<file path="config.mk">
export PLATFORM = sky130hd
export DESIGN_NAME = lsu_flat
export DESIGN_NICKNAME = d
export VERILOG_FILES = /design/src/rtl/lsu_pkg.sv /design/src/rtl/lsu_if.sv /design/src/rtl/lsu_align.sv /design/src/rtl/lsu.sv /design/src/flat_wrapper.sv
export SDC_FILE = /design/constraint.sdc
export NUM_CORES = 1
export LEC_CHECK = 0
export ABC_CLOCK_PERIOD_IN_PS = 3600
export CAP_MARGIN = 20
export CORE_MARGIN = 1
export CORE_UTILIZATION = 47
export DETAILED_ROUTE_END_ITERATION = 7
export PLACE_DENSITY = 0.87
export SLEW_MARGIN = 20
export SYNTH_ARGS = -nofsm -noshare
export SYNTH_HDL_FRONTEND = slang
export SYNTH_SLANG_ARGS = --single-unit
</file>
<file path="constraint.sdc">
create_clock -name clk -period 3.6 [get_ports clk]
set_input_delay 0.9 -clock clk [delete_from_list [all_inputs] [get_ports clk]]
set_output_delay 0.9 -clock clk [all_outputs]
set_load 0.05 [all_outputs]
</file>
<file path="src/rtl/lsu_pkg.sv">
// Shared constants and types for the load/store unit: register width,
// funct3 access-size codes and the request context held across a transaction.
package lsu_pkg;

  localparam int REG_BUS = 32;

  localparam logic [2:0] LSU_B  = 3'b000;
  localparam logic [2:0] LSU_H  = 3'b001;
  localparam logic [2:0] LSU_W  = 3'b010;
  localparam logic [2:0] LSU_BU = 3'b100;
  localparam logic [2:0] LSU_HU = 3'b101;

  typedef struct packed {
    logic       is_store;
    logic [2:0] mtype;
    logic [1:0] off;
  } lsu_ctl_t;

  // Reserved funct3 encodings fall back to a full-word access.
  function automatic logic [2:0] norm_type(input logic [2:0] f3);
    case (f3)
      LSU_B, LSU_H, LSU_W, LSU_BU, LSU_HU: return f3;
      default:                             return LSU_W;
    endcase
  endfunction

endpackage

</file>
<file path="src/rtl/lsu_if.sv">
// Memory-side bus of the load/store unit: single outstanding req/gnt with a
// separate rvalid response carrying read data or the write acknowledge.
interface lsu_if
  import lsu_pkg::*;
#(
  parameter int ADDR_W = 32,
  parameter int DATA_W = REG_BUS
);

  logic              bus_req;
  logic              bus_we;
  logic [ADDR_W-1:0] bus_addr;
  logic [3:0]        bus_be;
  logic [DATA_W-1:0] bus_wdata;
  logic              bus_gnt;
  logic              bus_rvalid;
  logic [DATA_W-1:0] bus_rdata;

  modport master (
    output bus_req, bus_we, bus_addr, bus_be, bus_wdata,
    input  bus_gnt, bus_rvalid, bus_rdata
  );

  modport slave (
    input  bus_req, bus_we, bus_addr, bus_be, bus_wdata,
    output bus_gnt, bus_rvalid, bus_rdata
  );

endinterface

</file>
<file path="src/rtl/lsu_align.sv">
// Combinational lane logic: byte enables, store-data replication, alignment
// check and load extraction with sign/zero extension.
module lsu_align
  import lsu_pkg::*;
(
  input  logic [2:0]         mem_type,
  input  logic [1:0]         off,
  input  logic [REG_BUS-1:0] wdata,
  input  logic [REG_BUS-1:0] rdata,
  output logic [3:0]         be,
  output logic [REG_BUS-1:0] wdata_rep,
  output logic               misalign,
  output logic [REG_BUS-1:0] rd_ext
);

  logic [REG_BUS-1:0] lane;

  always_comb begin
    be        = 4'b1111;
    wdata_rep = wdata;
    misalign  = 1'b0;
    case (mem_type)
      LSU_B, LSU_BU: begin
        be        = 4'b0001 << off;
        wdata_rep = {4{wdata[7:0]}};
      end
      LSU_H, LSU_HU: begin
        be        = off[1] ? 4'b1100 : 4'b0011;
        wdata_rep = {2{wdata[15:0]}};
        misalign  = off[0];
      end
      default: begin
        misalign  = (off != 2'b00);
      end
    endcase
  end

  // Addressed byte/half is shifted down to bit 0 before extension.
  assign lane = rdata >> {off, 3'b000};

  always_comb begin
    case (mem_type)
      LSU_B:   rd_ext = {{24{lane[7]}}, lane[7:0]};
      LSU_BU:  rd_ext = {24'd0, lane[7:0]};
      LSU_H:   rd_ext = {{16{lane[15]}}, lane[15:0]};
      LSU_HU:  rd_ext = {16'd0, lane[15:0]};
      default: rd_ext = lane;
    endcase
  end

endmodule

</file>
<file path="src/rtl/lsu.sv">
// Memory-stage load/store unit: one bus transaction at a time, pipeline stall
// while outstanding, extended load data returned with a one-cycle done pulse.
//
//   state | meaning
//   IDLE  | waiting for a memory instruction from execute
//   REQ   | bus_req held with stable address/enables/data until granted
//   RESP  | granted, waiting for rvalid (read data or write ack)
//   DONE  | done pulse, rd_data valid for writeback
//   ERR   | misaligned access reported, no bus traffic issued
module lsu
  import lsu_pkg::*;
#(
  parameter int ADDR_W = 32,
  parameter int DATA_W = REG_BUS
) (
  input  logic              clk,
  input  logic              rst,
  input  logic              req_valid,
  input  logic              rmem,
  input  logic              wmem,
  input  logic [2:0]        mem_type,
  input  logic [ADDR_W-1:0] addr,
  input  logic [DATA_W-1:0] wdata,
  output logic [DATA_W-1:0] rd_data,
  output logic              done,
  output logic              stall,
  output logic              misalign,
  lsu_if.master             bus
);

  localparam logic [2:0] ST_IDLE = 3'd0;
  localparam logic [2:0] ST_REQ  = 3'd1;
  localparam logic [2:0] ST_RESP = 3'd2;
  localparam logic [2:0] ST_DONE = 3'd3;
  localparam logic [2:0] ST_ERR  = 3'd4;

  logic [2:0]  state;
  logic [2:0]  state_nxt;
  lsu_ctl_t    ctl_q;

  logic [2:0]        sel_type;
  logic [1:0]        sel_off;
  logic [3:0]        al_be;
  logic [DATA_W-1:0] al_wdata;
  logic [DATA_W-1:0] al_rd;
  logic              al_misalign;
  logic              capture;
  logic              load_rsp;
  logic              is_store_in;

  // In IDLE the lane logic looks at the live request; afterwards it works on
  // the captured context so extraction matches the issued access.
  assign sel_type    = (state == ST_IDLE) ? norm_type(mem_type) : ctl_q.mtype;
  assign sel_off     = (state == ST_IDLE) ? addr[1:0] : ctl_q.off;
  assign is_store_in = wmem & ~rmem;

  lsu_align u_align (
    .mem_type  (sel_type),
    .off       (sel_off),
    .wdata     (wdata),
    .rdata     (bus.bus_rdata),
    .be        (al_be),
    .wdata_rep (al_wdata),
    .misalign  (al_misalign),
    .rd_ext    (al_rd)
  );

  always_ff @(posedge clk) begin
    if (rst) begin
      state         <= ST_IDLE;
      ctl_q         <= '0;
      bus.bus_req   <= 1'b0;
      bus.bus_we    <= 1'b0;
      bus.bus_addr  <= '0;
      bus.bus_be    <= '0;
      bus.bus_wdata <= '0;
      rd_data       <= '0;
      done          <= 1'b0;
      misalign      <= 1'b0;
    end else begin
      state       <= state_nxt;
      bus.bus_req <= (state_nxt == ST_REQ);
      done        <= (state_nxt == ST_DONE);
      misalign    <= (state_nxt == ST_ERR);
      if (capture) begin
        ctl_q.is_store <= is_store_in;
        ctl_q.mtype    <= norm_type(mem_type);
        ctl_q.off      <= addr[1:0];
        bus.bus_we     <= is_store_in;
        bus.bus_addr   <= {addr[ADDR_W-1:2], 2'b00};
        bus.bus_be     <= al_be;
        bus.bus_wdata  <= al_wdata;
      end
      if (load_rsp) begin
        rd_data <= al_rd;
      end
    end
  end

  always_comb begin
    state_nxt = state;
    case (state)
      ST_IDLE: begin
        if (req_valid) begin
          state_nxt = al_misalign ? ST_ERR : ST_REQ;
        end
      end
      ST_REQ: begin
        if (bus.bus_gnt) begin
          state_nxt = ST_RESP;
        end
      end
      ST_RESP: begin
        if (bus.bus_rvalid) begin
          state_nxt = ST_DONE;
        end
      end
      ST_DONE: state_nxt = ST_IDLE;
      ST_ERR:  state_nxt = ST_IDLE;
      default: state_nxt = ST_IDLE;
    endcase
  end

  always_comb begin
    stall    = 1'b0;
    capture  = 1'b0;
    load_rsp = 1'b0;
    case (state)
      ST_IDLE: begin
        stall   = req_valid & ~al_misalign;
        capture = req_valid & ~al_misalign;
      end
      ST_REQ: begin
        stall = 1'b1;
      end
      ST_RESP: begin
        stall    = 1'b1;
        load_rsp = bus.bus_rvalid & ~ctl_q.is_store;
      end
      default: begin
        stall = 1'b0;
      end
    endcase
  end

endmodule

</file>
<file path="src/flat_wrapper.sv">
// flat-port wrapper written by rule: the top's interface ports become plain ports
module lsu_flat import lsu_pkg::*;
#(
  parameter int ADDR_W = 32,
  parameter int DATA_W = REG_BUS
)
  (clk, rst, req_valid, rmem, wmem, mem_type, addr, wdata, rd_data, done, stall, misalign, bus_bus_req, bus_bus_we, bus_bus_addr, bus_bus_be, bus_bus_wdata, bus_bus_gnt, bus_bus_rvalid, bus_bus_rdata);
  lsu_if #(.ADDR_W(ADDR_W), .DATA_W(DATA_W)) bus_i ();
  input  logic clk;
  input  logic rst;
  input  logic req_valid;
  input  logic rmem;
  input  logic wmem;
  input  logic [2:0] mem_type;
  input  logic [ADDR_W-1:0] addr;
  input  logic [DATA_W-1:0] wdata;
  output logic [DATA_W-1:0] rd_data;
  output logic done;
  output logic stall;
  output logic misalign;
  output wire logic [$bits(bus_i.bus_req)-1:0] bus_bus_req;
  output wire logic [$bits(bus_i.bus_we)-1:0] bus_bus_we;
  output wire logic [$bits(bus_i.bus_addr)-1:0] bus_bus_addr;
  output wire logic [$bits(bus_i.bus_be)-1:0] bus_bus_be;
  output wire logic [$bits(bus_i.bus_wdata)-1:0] bus_bus_wdata;
  input wire logic [$bits(bus_i.bus_gnt)-1:0] bus_bus_gnt;
  input wire logic [$bits(bus_i.bus_rvalid)-1:0] bus_bus_rvalid;
  input wire logic [$bits(bus_i.bus_rdata)-1:0] bus_bus_rdata;
  assign bus_bus_req = bus_i.bus_req;
  assign bus_bus_we = bus_i.bus_we;
  assign bus_bus_addr = bus_i.bus_addr;
  assign bus_bus_be = bus_i.bus_be;
  assign bus_bus_wdata = bus_i.bus_wdata;
  assign bus_i.bus_gnt = bus_bus_gnt;
  assign bus_i.bus_rvalid = bus_bus_rvalid;
  assign bus_i.bus_rdata = bus_bus_rdata;
  lsu #(.ADDR_W(ADDR_W), .DATA_W(DATA_W)) u_core (.clk(clk), .rst(rst), .req_valid(req_valid), .rmem(rmem), .wmem(wmem), .mem_type(mem_type), .addr(addr), .wdata(wdata), .rd_data(rd_data), .done(done), .stall(stall), .misalign(misalign), .bus(bus_i));
endmodule
</file>
==> results of run 1 <==
[final timing paths]
path / from / endpoint / slack, ns / cells past startpoint
worst max-delay path: mem_type[0] / stall / 0.29 / 5
worst min-delay path: u_core.bus.bus_addr[21] / u_core.bus.bus_addr[21] / 0.46 / 2
worst max register to register: u_core.state[1] / u_core.rd_data[7] / 1.30 / 4
worst min register to register: u_core.bus.bus_addr[21] / u_core.bus.bus_addr[21] / 0.46 / 2
[worst register-to-register path, stage by stage, from the launching register on]
cell and delay, ns:
dfxtp_1 0.66, nand3b_1 0.22, or3_1 0.57, or3_1 0.55, o221ai_1 0.23
[cell families after synthesis]
group,after synthesis,share of synthesized area (%)
muxes,26,5.71
buffers and inverters,54,6.08
other,1,0.0735
AOI/OAI and AO/OA,195,25.1
DFF,110,43.1
and+or+nand+nor,214,19.5
xor gates and xnor gates,2,0.343
[flip-flops by register name, summed over array words and instances, names as in the netlist]
| name | cells |
|---|---|
| u_core.bus.bus_wdata | 32 |
| u_core.bus.bus_be | 4 |
| u_core.misalign | 1 |
| u_core.ctl_q | 5 |
| u_core.done | 1 |
| u_core.bus.bus_addr | 30 |
| u_core.bus.bus_we | 1 |
| u_core.state | 3 |
| u_core.bus.bus_req | 1 |
| u_core.rd_data | 32 |
[layer usage]
layer  track usage (%)  vias up  part of all wire, %
li1                  -     2510                    -
met1              35.1     2464                   39
met2              46.9      299                   47
met3              7.85       54                   10
met4              14.2        0                  3.5
met5                 0        -                    0
[power by group through the flow]
| stage | Combinational (mW) | Sequential, mW | Clock, mW |
|---|---|---|---|
| CTS | 0.928 | 1.34 | 0.829 |
| global placement | 0.905 | 1.36 | 0 |
| finish | 0.935 | 1.34 | 0.818 |
| global route | 0.989 | 1.35 | 0.880 |
| floorplan | 0.377 | 1.58 | 0 |
| detailed placement | 0.924 | 1.37 | 0 |
[layout make-up]
cell class                      count  area, sq um  share of cell area, %
Sequential cell                   110         2200                   29.9
Inverter                            3         11.3                  0.153
Clock inverter                      7         97.6                   1.33
Clock buffer                        9          124                   1.68
Timing Repair Buffer              217         2150                   29.3
Multi-Input combinational cell    439         2600                   35.3
Tap cell                          136          170                   2.31
[Yosys cell counts, types with 3 or more instances]
library cell / count
nand2b_1: 6
nand3_1: 10
a31oi_1: 43
a211oi_1: 6
nand2_1: 107
a22oi_1: 8
and3_1: 14
o211ai_1: 8
nand4_1: 10
mux2i_1: 19
clkbuf_1: 22
o221ai_1: 8
mux2i_2: 3
nor3_1: 3
a21boi_0: 8
buf_6: 4
dfxtp_1: 110
nor2_1: 42
or3_1: 5
buf_2: 14
buf_4: 5
o21ai_0: 45
nand3b_1: 5
a21oi_1: 47
a21boi_2: 8
[stage by stage]
| stage | power [mW] | util, % |
|---|---|---|
| after floorplan | 1.96 | - |
| after global placement | 2.27 | 68.5 |
| after detailed placement | 2.29 | 68.5 |
| after CTS | 3.10 | 70.7 |
| after global routing | 3.22 | 70.7 |
| final | 3.09 | 70.7 |
==> impl_metrics.ini, run 1 <==
[setup_path]
cp.arrival_ns = 2.41
critPathCaptureType = primary output
cp-start-kind = input port
cp_max_fo = 5
crit_type = input port to primary output
crit_path_max_incr_delay_ns = 0.49
cp_common_cell = o21ai_0
crit_slowest_cell = clkdlybuf4s50_1
cp.required_ns = 2.70
critPathBufInv = 2
path_cells = clkdlybuf4s50_1 -> o21ai_0 -> nand4_1 -> o21ai_0 -> buf_12
cp_top_family = buffers and inverters

[cts]
ctsHtreeMaxLevel = 3
cts_buffer_depth = 2
clkLatencyLatePin_ns = 0.37
cts_buffers = 9
postCtsSetupBuffers = 0
clkSlewWorstSetupHoldPaths_ns = 0.10
cts_tree = yes
cts_sinks = 110
cts_resized = 0
root_buffer = clkbuf_8
postCtsHoldBufs = 0

[grt]
grt_max_degree = 67
grt_pass1_wl_mm = 25.7
antenna_found_initial = 0
grt_pass1_vias = 5127
grt_usage_pct = 28.9
grt-ovfl-total = 0

[drt]
drc = 0
drt-initial-drc-count = 369
wl_mm = 16.2
post_drt_wl_per_cell_microns = 17.6
drt_first_pass_iters = 5
antenna_left = 0
via_per_inst = 5.78
vias = 5327

[run]
cap_violations = 0

[yosys]
netlist_area_sq_um = 5100
synth-edff-count = 0
synth_seq_area_share_pct = 43.1
ys_types = 57
async_flop_share_pct = 0
synth_area_leaders = dfxtp_1 (43%), nand2_1 (7.9%), a31oi_1 (5.3%)
syn_area_per_cell_sq_um = 8.48
yosysWarnings = 0
synth_top_area_cell = dfxtp_1
ys_seq_elements = 110
syn_inst = 602
yosysTopAreaCellShare_pct = 43.1
ys.flop_type = dfxtp_1

[timing]
slew_headroom_pct = 31.5
rsz0062_at_grt = false
fin_crit_sh_pct = 92.0
setup_viol = 0
fmax_mhz = 302
setup_slack_ns = 0.287
finalMaxSlewViolations = 0
tightest_slew_ns = 1.02
fin_skew_ns = 0.0108
fin_crit_ns = 3.31
finalSetupTns_ns = 0
hold_viol_final = 0
whs_ns = 0.458

[power]
comb_power_share_pct = 30.2
p_sw_share_pct = 33.9
leakagePower_nw = 2.62
power_frac_clock_pct = 26.5
p_int_mw = 2.04
ir_worst_vdd_mv = 0.284
power_density_nw_per_um2 = 420
power_frac_seq_pct = 43.3
power.switching_mw = 1.05

[place]
placed_cells_incl_taps = 905
gp_congestion = 0.902
hpwl_mm = 11.7
io_buffer_count = 208
placed_area_sq_um = 7140
post-place-ws_ns = 0.312

[layout]
insertedDiodeCount = 0
final_cell_mix = clkdlybuf4s50_1 (206), dfxtp_1 (110), nand2_1 (107), a21oi_1 (47), o21ai_0 (45)
final_area_sq_um = 7360
synthToLayoutAreaGrowth_pct = 44.2
layout-drive-gt1-share_pct = 7.52
fin_nets = 886
fillers = 831
fin_cells = 921
layout_commonest_cell = clkdlybuf4s50_1

[die]
initial_utilization_pct = 49.0
die_y_microns = 106
io_pins = 211
core_area_sq_um = 10400
die-area_sq_um = 11300
rows = 37
die_w_microns = 106

[outcome]
outcome = completed

[worst_hold_path]
hold_class = flip-flop to flip-flop
No activity file was read; power rests on OpenSTA's default activity.
==> run 2, diff against run 1 <==
--- a/config.mk
+++ b/config.mk
@@ -8,9 +8,9 @@
 export ABC_CLOCK_PERIOD_IN_PS = 3600
 export CAP_MARGIN = 20
 export CORE_MARGIN = 1
-export CORE_UTILIZATION = 47
+export CORE_UTILIZATION = 45
 export DETAILED_ROUTE_END_ITERATION = 7
-export PLACE_DENSITY = 0.87
+export PLACE_DENSITY = 0.84
 export SLEW_MARGIN = 20
 export SYNTH_ARGS = -nofsm -noshare
 export SYNTH_HDL_FRONTEND = slang
==> run 2 against run 1 <==
Net effect:
- global-route usage decreased by 1.1 points
- clock skew decreased by 0.0044 ns
- clock-buffer cell count increased by 1
- critical path type unchanged
- largest cell class unchanged
- largest power group unchanged
==> impl_metrics.ini, run 2 (same netlist as run 1, synthesis figures left out) <==
[cts]
ctsHtreeMaxLevel = 3
clkLatencyLatePin_ns = 0.35
postCtsSetupBuffers = 0
clkSlewWorstSetupHoldPaths_ns = 0.07
cts_tree = yes
cts_sinks = 110
root_buffer = clkbuf_16
cts_buffers = 9
cts_resized = 0
postCtsHoldBufs = 0
cts_buffer_depth = 2

[worst_hold_path]
worstHoldStart = u_core.bus.bus_addr[31]
hold_class = flip-flop to flip-flop

[place]
placed_area_sq_um = 7150
gp_congestion = 0.870
post-place-ws_ns = 0.330
io_buffer_count = 208
hpwl_mm = 11.7
placed_cells_incl_taps = 908

[setup_path]
critPathCaptureType = primary output
cp-start-kind = input port
cp.arrival_ns = 2.36
worst-r2r-setup-slack_ns = 1.27
crit_path_start = mem_type[0]
cp.required_ns = 2.70
cp_max_fo = 5
crit_type = input port to primary output
r2r_start = u_core.state[1]

[layout]
utilization_pct = 68.2
final_cell_mix = clkdlybuf4s50_1 (206), dfxtp_1 (110), nand2_1 (107), a21oi_1 (47), o21ai_0 (45)
insertedDiodeCount = 0
final_area_sq_um = 7450
synthToLayoutAreaGrowth_pct = 46.0
largestRegisters = u_core.bus.bus_wdata x32, u_core.rd_data x32, u_core.bus.bus_addr x30
layout_commonest_cell = clkdlybuf4s50_1
fin_nets = 885
fin_cells = 924
layout-drive-gt1-share_pct = 7.40

[power]
leakagePower_nw = 2.65
p_sw_share_pct = 33.1
power_density_nw_per_um2 = 440
comb_power_share_pct = 28.5
p_int_mw = 2.20
power.switching_mw = 1.09
ir_worst_vdd_mv = 0.259
power_frac_seq_pct = 40.8
power_frac_clock_pct = 30.7

[timing]
slew_headroom_pct = 28.7
finalMaxSlewViolations = 0
setup_viol = 0
hold_viol_final = 0
fin_crit_sh_pct = 90.6
fin_skew_ns = 0.00642
rsz0062_at_grt = false
fmax_mhz = 307
finalSetupTns_ns = 0
fin_crit_ns = 3.26
tightest_slew_ns = 1.06
setup_slack_ns = 0.340

[drt]
drt-met1-wl_mm = 6.67
maxUsedRoutingLayer = met4
via_per_inst = 5.70
vias = 5265
drc = 0
post_drt_wl_per_cell_microns = 17.6
wl_met2_mm = 7.59
drt-initial-drc-count = 323
antenna_left = 0
wl_mm = 16.2
drt_first_pass_iters = 5
dr_wl_met3_mm = 1.58

[grt]
grt-ovfl-total = 0
grt_pass1_vias = 5085
grt_pass1_wl_mm = 25.5
grt_usage_pct = 27.8
grt_max_degree = 66
antenna_found_initial = 0

[die]
core_area_sq_um = 10900
die_w_microns = 108
io_pins = 211
die_y_microns = 108
die-area_sq_um = 11800
initial_utilization_pct = 46.7
rows = 38

[outcome]
outcome = completed

[run]
cap_violations = 0
## run 2: layer usage
| metal | vias to the layer above | GRT usage (%) |
|---|---|---|
| li1 | 2513 | - |
| met1 | 2478 | 34.6 |
| met2 | 245 | 44.9 |
| met3 | 29 | 7.90 |
| met4 | 0 | 11.3 |
| met5 | - | 0 |
## run 2: worst max-delay path, stage by stage
cell and delay (ns):
clkdlybuf4s50_1 0.50, o21ai_0 0.37, nand4_1 0.19, o21ai_0 0.21, buf_12 0.19
## run 2: worst paths after layout
kind,to,cells after the start
worst max-delay path,stall,5
worst min-delay path,u_core.bus.bus_addr[31],2
worst max register to register,u_core.rd_data[21],4
worst min register to register,u_core.bus.bus_addr[31],2
## run 2: final cells by class
type	count	area, sq um
Tap cell	140	175
Fill cell	922	3480
Timing Repair Buffer	216	2160
Clock buffer	10	229
Clock inverter	6	71.3
Inverter	3	11.3
Multi-Input combinational cell	439	2610
Sequential cell	110	2200
## run 2: power groups by stage
stage	clock, mW	sequential (mW)	combinational, mW
after floorplan	0	1.58	0.377
after global placement	0	1.36	0.912
after detailed placement	0	1.37	0.927
after CTS	1.02	1.34	0.931
after global routing	1.06	1.35	0.991
final	1.01	1.34	0.935
## run 2: metrics by stage
| stage | total power [mW] | hold slack, ns |
|---|---|---|
| 3_3_place_gp | 2.28 | 0.442 |
| 6_report | 3.28 | 0.456 |
| 2_1_floorplan | 1.96 | 0.445 |
| 3_5_place_dp | 2.29 | 0.448 |
| 4_1_cts | 3.29 | 0.456 |
| 5_1_grt | 3.40 | 0.478 |
